--- config.mk ---
export PLATFORM = sky130hd
export DESIGN_NAME = data_mem_access
export DESIGN_NICKNAME = d
export VERILOG_FILES = /design/src/rtl/mem_pkg.sv /design/src/rtl/load_extend.sv /design/src/rtl/data_mem_access.sv
export SDC_FILE = /design/constraint.sdc
export NUM_CORES = 1
export LEC_CHECK = 0
export CAP_MARGIN = 25
export CORE_UTILIZATION = 48
export DETAILED_ROUTE_END_ITERATION = 7
export PLACE_DENSITY_LB_ADDON = 0.08
export RECOVER_POWER = 25
export SETUP_SLACK_MARGIN = 0.5
export SLEW_MARGIN = 15
export SYNTH_ARGS = -nofsm -noshare
export SYNTH_HDL_FRONTEND = slang
export SYNTH_HIERARCHICAL = 1
export SYNTH_SLANG_ARGS = --single-unit
--- constraint.sdc ---
create_clock -name clk -period 3.4 [get_ports clk]
set_clock_uncertainty 0.15 [all_clocks]
set_input_delay 0.51 -clock clk [delete_from_list [all_inputs] [get_ports clk]]
set_output_delay 0.51 -clock clk [all_outputs]
set_load 0.02 [all_outputs]
--- src/rtl/mem_pkg.sv ---
// Shared definitions for the MEM-stage data RAM controller: operation codes,
// controller states, RAM byte-select encodings and small decode helpers.
package mem_pkg;

  typedef enum logic [2:0] {
    OP_LB  = 3'd0,
    OP_LBU = 3'd1,
    OP_LH  = 3'd2,
    OP_LHU = 3'd3,
    OP_LW  = 3'd4,
    OP_SB  = 3'd5,
    OP_SH  = 3'd6,
    OP_SW  = 3'd7
  } op_t;

  typedef enum logic [2:0] {
    ST_IDLE = 3'd0,
    ST_RD   = 3'd1,
    ST_WR0  = 3'd2,
    ST_WR1  = 3'd3,
    ST_RESP = 3'd4
  } state_t;

  localparam logic [3:0] SEL_WORD = 4'b0001;
  localparam logic [3:0] SEL_BYTE = 4'b0000;

  // Number of bytes an operation touches.
  function automatic logic [2:0] op_size(input op_t op);
    case (op)
      OP_LH, OP_LHU, OP_SH: op_size = 3'd2;
      OP_LW, OP_SW:         op_size = 3'd4;
      default:              op_size = 3'd1;
    endcase
  endfunction

  function automatic logic is_load(input op_t op);
    is_load = (op == OP_LB) || (op == OP_LBU) || (op == OP_LH) ||
              (op == OP_LHU) || (op == OP_LW);
  endfunction

endpackage

--- src/rtl/load_extend.sv ---
// Load result formatting: picks the big-endian leading byte/halfword of the
// RAM read word and sign- or zero-extends it to 32 bits.
module load_extend
  import mem_pkg::*;
(
  input  op_t         op,
  input  logic [31:0] rdata,
  output logic [31:0] result
);

  // Extend according to the load flavour; stores produce zero.
  always_comb begin
    // NOTE: default assignment first so every path drives result (no latch).
    result = '0;
    case (op)
      OP_LB:   result = {{24{rdata[31]}}, rdata[31:24]};
      OP_LBU:  result = {24'b0, rdata[31:24]};
      OP_LH:   result = {{16{rdata[31]}}, rdata[31:16]};
      OP_LHU:  result = {16'b0, rdata[31:16]};
      OP_LW:   result = rdata;
      default: result = '0;
    endcase
  end

endmodule

--- src/rtl/data_mem_access.sv ---
// MEM-stage initiator for the big-endian byte-addressed data RAM. Accepts one
// load/store at a time, checks alignment and range at capture, sequences the
// RAM bus (halfword stores become two byte writes) and returns a one-cycle
// response pulse. RAM outputs depend only on registered state.
module data_mem_access
  import mem_pkg::*;
#(
  parameter int unsigned MEM_BYTES = 1001
) (
  input  logic        clk,
  input  logic        rst,
  input  logic        req_valid,
  output logic        req_ready,
  input  logic [2:0]  req_op,
  input  logic [31:0] req_addr,
  input  logic [31:0] req_wdata,
  output logic        resp_valid,
  output logic [31:0] resp_rdata,
  output logic        resp_err,
  output logic        busy,
  output logic        ram_ce,
  output logic        ram_we,
  output logic [31:0] ram_addr,
  output logic [31:0] ram_wdata,
  output logic [3:0]  ram_sel,
  input  logic [31:0] ram_rdata
);

  state_t      state, state_next;
  op_t         op_q;
  logic [31:0] addr_q;
  logic [31:0] wdata_q;
  logic [31:0] resp_rdata_q;
  logic        resp_err_q;
  logic [31:0] ext_data;

  op_t         req_op_t;
  logic        handshake;
  logic        misaligned;
  logic        out_of_range;
  logic        req_err;
  logic [32:0] end_addr;

  assign req_op_t  = op_t'(req_op);
  assign req_ready = (state == ST_IDLE) && rst;
  assign handshake = req_valid && req_ready;

  // Alignment and range check on the incoming request (33-bit sum cannot wrap).
  always_comb begin
    misaligned = 1'b0;
    case (req_op_t)
      OP_LH, OP_LHU, OP_SH: misaligned = req_addr[0];
      OP_LW, OP_SW:         misaligned = |req_addr[1:0];
      default:              misaligned = 1'b0;
    endcase
  end

  assign end_addr     = {1'b0, req_addr} + {30'b0, op_size(req_op_t)};
  assign out_of_range = end_addr > 33'(MEM_BYTES);
  assign req_err      = misaligned || out_of_range;

  // State register.
  always_ff @(posedge clk or negedge rst) begin
    // NOTE: sequential state uses non-blocking assignments only.
    if (!rst) state <= ST_IDLE;
    else      state <= state_next;
  end

  // Next-state decode.
  always_comb begin
    state_next = state;
    case (state)
      ST_IDLE: begin
        if (handshake) begin
          if (req_err)                state_next = ST_RESP;
          else if (is_load(req_op_t)) state_next = ST_RD;
          else                        state_next = ST_WR0;
        end
      end
      ST_RD:   state_next = ST_RESP;
      ST_WR0:  state_next = (op_q == OP_SH) ? ST_WR1 : ST_RESP;
      ST_WR1:  state_next = ST_RESP;
      ST_RESP: state_next = ST_IDLE;
      default: state_next = ST_IDLE;
    endcase
  end

  // Capture the request on the handshake edge.
  always_ff @(posedge clk or negedge rst) begin
    if (!rst) begin
      op_q    <= OP_LB;
      addr_q  <= '0;
      wdata_q <= '0;
    end else if (handshake) begin
      op_q    <= req_op_t;
      addr_q  <= req_addr;
      wdata_q <= req_wdata;
    end
  end

  load_extend u_load_extend (
    .op     (op_q),
    .rdata  (ram_rdata),
    .result (ext_data)
  );

  // Response registers update only when entering RESP, so they hold between responses.
  always_ff @(posedge clk or negedge rst) begin
    if (!rst) begin
      resp_rdata_q <= '0;
      resp_err_q   <= 1'b0;
    end else if (state_next == ST_RESP) begin
      resp_err_q   <= (state == ST_IDLE);
      resp_rdata_q <= (state == ST_RD) ? ext_data : '0;
    end
  end

  assign resp_valid = (state == ST_RESP);
  assign resp_rdata = resp_rdata_q;
  assign resp_err   = resp_err_q;
  assign busy       = (state != ST_IDLE);

  // RAM bus decode from state and the registered request.
  always_comb begin
    ram_ce    = 1'b0;
    ram_we    = 1'b0;
    ram_addr  = '0;
    ram_wdata = '0;
    ram_sel   = SEL_BYTE;
    case (state)
      ST_RD: begin
        ram_ce   = 1'b1;
        ram_addr = addr_q;
      end
      ST_WR0: begin
        ram_ce   = 1'b1;
        ram_we   = 1'b1;
        ram_addr = addr_q;
        case (op_q)
          OP_SW: begin
            ram_sel   = SEL_WORD;
            ram_wdata = wdata_q;
          end
          OP_SH:   ram_wdata = {wdata_q[15:8], 24'b0};
          default: ram_wdata = {wdata_q[7:0], 24'b0};
        endcase
      end
      ST_WR1: begin
        ram_ce    = 1'b1;
        ram_we    = 1'b1;
        ram_addr  = addr_q + 32'd1;
        ram_wdata = {wdata_q[7:0], 24'b0};
      end
      default: ;
    endcase
  end

endmodule

==> metrics.md <==
| Metric | Value |
|---|---|
| Status | complete, but fails checks |
| Violated checks | max-capacitance violations |
| CTS root buffer | clkbuf_16 |
| Mean routed wirelength per cell | approximately 17 µm |
| Cell taking the most area after synthesis | dfrtp_1 |
| R2R setup slack | 0.85 ns |
| Via count | roughly 7300 |
| Setup violators final | 0 |
| First-pass GRT wire length | ~34000 µm |
| Seq/Total Area, Yosys | 0.3805 |
| Residual overflow from global routing | 0 |
| Total die area | between 10000 and 15000 µm² |
| Max FO, Critical Path | 3 |
| Final instance area | 10290 µm² |
| Drt initial violations | about 630 |
| TritonCTS Sinks | between 100 and 150 |
| Port Buffers | around 200 |
| Setup WS pre-CTS | -0.6474 ns |
| Final wirelength | roughly 22000 µm |
| Cells after Synth | 836 |
| Yosys warnings | 6 |
| Leak | 4.832 nW |
| Cell row count | 43 |
| Vias in the first global route | 6644 |
| RSZ-0062 raised after global routing | yes |
| Drt drc | 0 |
| Diode count | 0 |
| Launching point of the worst reg2reg path | state[2] |
| EDFF count, synth | 0 |
| Startpoint Class | input pin |
| Max Buffers Root-to-Sink | 2 |
| Clock latency on the worst-skew pair | about 0.36 ns |
| Die Ht | around 120 µm |
| #FFs+latches synth | 103 |
| Crit path required time | between 3 and 4 ns |
| Ys flop type | dfrtp_1 |
| Core area | between 10000 and 15000 µm² |
| Slew HR | 0.01130 |
| Initial antenna violation count | 1 |
| Worst-case reg-to-reg path depth | 9 |
| Die Wd | about 120 µm |
| Fmax | 294.6 MHz |
| Routability Congestion | roughly 0.9 |
| Inst Count DP | between 1000 and 1500 |
| Total CTS buffers | 9 |
| Share of flip-flops with an asynchronous set or reset | 1.000 |
| Max-cap violations | 1 |
| Distinct cell type count after synthesis | 77 |
| Nets | roughly 1200 |
| Post-Syn Area | between 6000 and 7000 µm² |
| Top-area cell type share of the netlist area | 0.3805 |
| H-tree depth | 3 |
| Synthesized area per cell | a little over 8 µm² |
| Crit path DAT | roughly 3.5 ns |
| Setup ws final | 0.005308 ns |
| Hold_buf cts | 0 |
| Min-delay worst type | in -> async |
| Final period util | 0.9984 |
| Layout Cells excl Fill | 1289 |
| CP Class | in -> reg |
| Reg clk slew, reported paths | 0.07 ns |
| CP Capture Type | register |
| First-pass iteration count of the detailed router | 5 |
| Layout fillers | around 1100 |
| Drt via density | 5.667 |
| Fin. max-slew vios | 0 |
| Routed Antenna Nets | 0 |
| FF-to-FF End | resp_rdata[0] |
| Hpwl dp | 14950 µm |
| GRT Util Overall | 0.3010 |
| Tmin final | 3.395 ns |
| Largest net degree at the start of global routing | 59 |
| Post-synthesis to final-layout area growth | 51.94% |
| Hold Fails Final Rpt | 0 |
| Maximum VDD drop | 0.3505 mV |
| Starting Density | 0.4899 |
| Main area contributors after synthesis | dfrtp_1 (38%), nand2_1 (13%), o21ai_0 (4.7%) |
| Share of cells above drive strength 1 | 0.2191 |
| I/O pins | roughly 210 |
| Placed inst area | 9414 µm² |
| CTS tree | built |
| Pwr dens | between 300 and 400 nW/µm² |
| Least-Margin Pin Slew | approximately 1.5 ns |
## critical path, cell delays in order
cell and delay, ns:
buf_8 0.10, buf_6 0.11, xnor2_4 0.13, and2_4 0.14, ha_4 0.27, a21o_4 0.12, nor4b_4 0.30, nand2_2 0.13
nor3_2 0.13, o221ai_1 0.17, or4_4 0.58, buf_6 0.14, buf_6 0.10, buf_6 0.10, buf_6 0.11, nor3_4 0.21
a31o_2 0.18
## what timing repair did
action                     in CTS  in global routing
cloned                          3                  1
resized for setup             193                102
setup endpoints to repair      93                 62
buffers inserted               18                 10
pin swaps                      41                 49
## cell type report
class,count,area (µm²),share of cell area
Clock buffer,11,232.7,0.02261
Clock inverter,5,58.81,0.005714
Inverter,9,38.79,0.003769
Multi-Input combinational cell,668,4229,0.4109
Sequential cell,103,2581,0.2508
Tap cell,180,225.2,0.02188
Timing Repair Buffer,313,2927,0.2843
## how the worst max path moves through the flow
stage	slack (ns)	end	start
after CTS	0.02	resp_rdata[28]	req_op[0]
final	0.005	state[0]	req_op[0]
after global routing	-0.12	state[0]	req_addr[16]
after detailed placement	-0.65	resp_rdata[13]	req_op[1]
after floorplan	0.14	resp_rdata[22]	req_op[0]
after global placement	-0.56	resp_rdata[1]	req_op[1]
## logic make-up after synthesis
| logic type | synth area share |
|---|---|
| xor+xnor | 0.01681 |
| compound gates | 0.1721 |
| other cells | 0.0005536 |
| simple gates | 0.3376 |
| fa+ha+maj | 0.01034 |
| mux | 0.02697 |
| buf+inv | 0.05504 |
| flops | 0.3805 |
## power by group
| group | internal, mW | switching [mW] | total [mW] |
|---|---|---|---|
| Sequential | 1.35 | 0.121 | 1.47 |
| Clock | 0.572 | 0.481 | 1.05 |
| Combinational | 0.429 | 0.452 | 0.880 |
| Total | 2.35 | 1.05 | 3.40 |
## layout by cell type (no fill, tap or decap), types with 7 or more instances in the layout
| master | count |
|---|---|
| buf_6 | 19 |
| a21oi_1 | 20 |
| nand3_1 | 21 |
| and2_1 | 28 |
| a211oi_1 | 10 |
| o21ai_0 | 36 |
| dfrtp_1 | 100 |
| nand4_1 | 13 |
| nand2_1 | 238 |
| and3_1 | 9 |
| dlygate4sd2_1 | 35 |
| nor2_1 | 25 |
| a31oi_1 | 9 |
| nand3b_1 | 32 |
| clkbuf_2 | 7 |
| clkbuf_16 | 10 |
| mux2i_1 | 16 |
| nand4bb_1 | 8 |
| inv_1 | 7 |
| o21ai_1 | 24 |
| a22o_1 | 31 |
| or3b_1 | 7 |
| clkdlybuf4s50_1 | 137 |
| buf_4 | 96 |
## synth_stat cells (8+ instances only)
library cell / number
nand2_1: 243
dfrtp_1: 103
o21ai_0: 64
nor2_1: 34
nand3b_1: 32
a22o_1: 31
and2_1: 31
clkbuf_1: 31
nand3_1: 27
a21oi_1: 24
mux2i_1: 16
and3_1: 15
nand4_1: 13
a211oi_1: 10
a31oi_1: 10
buf_6: 9
inv_1: 9
nand4bb_1: 8
nor3_1: 8
## flip-flops by register name, indices dropped and copies added (netlist names)
register    count
resp_err        1
resp_rdata     32
op_q            3
wdata_q        32
state           3
addr_q         32
## through the flow
step                utilization  power [mW]  setup TNS [ns]  hold WS [ns]
floorplan                     -       1.912               0       0.06441
global placement         0.6808       2.248          -19.63        0.3007
detailed placement       0.6808       2.262          -22.23        0.3080
CTS                      0.7217       3.365               0        0.1454
global route             0.7444       3.559          -1.206        0.2797
finish                   0.7444       3.401               0        0.2103
## routing by layer
metal | GRT usage | vias to the layer above | part of all wire | routed length (µm)
met1 | 0.4078 | 3517 | 0.44 | 9755
li1 | - | 3470 | - | -
met5 | 0 | - | 0.00059 | 13
met3 | 0.07311 | 24 | 0.073 | 1613
met4 | 0.06404 | 2 | 0.012 | 258
met2 | 0.4878 | 292 | 0.47 | 10460
No activity file was read; power rests on OpenSTA's default activity.
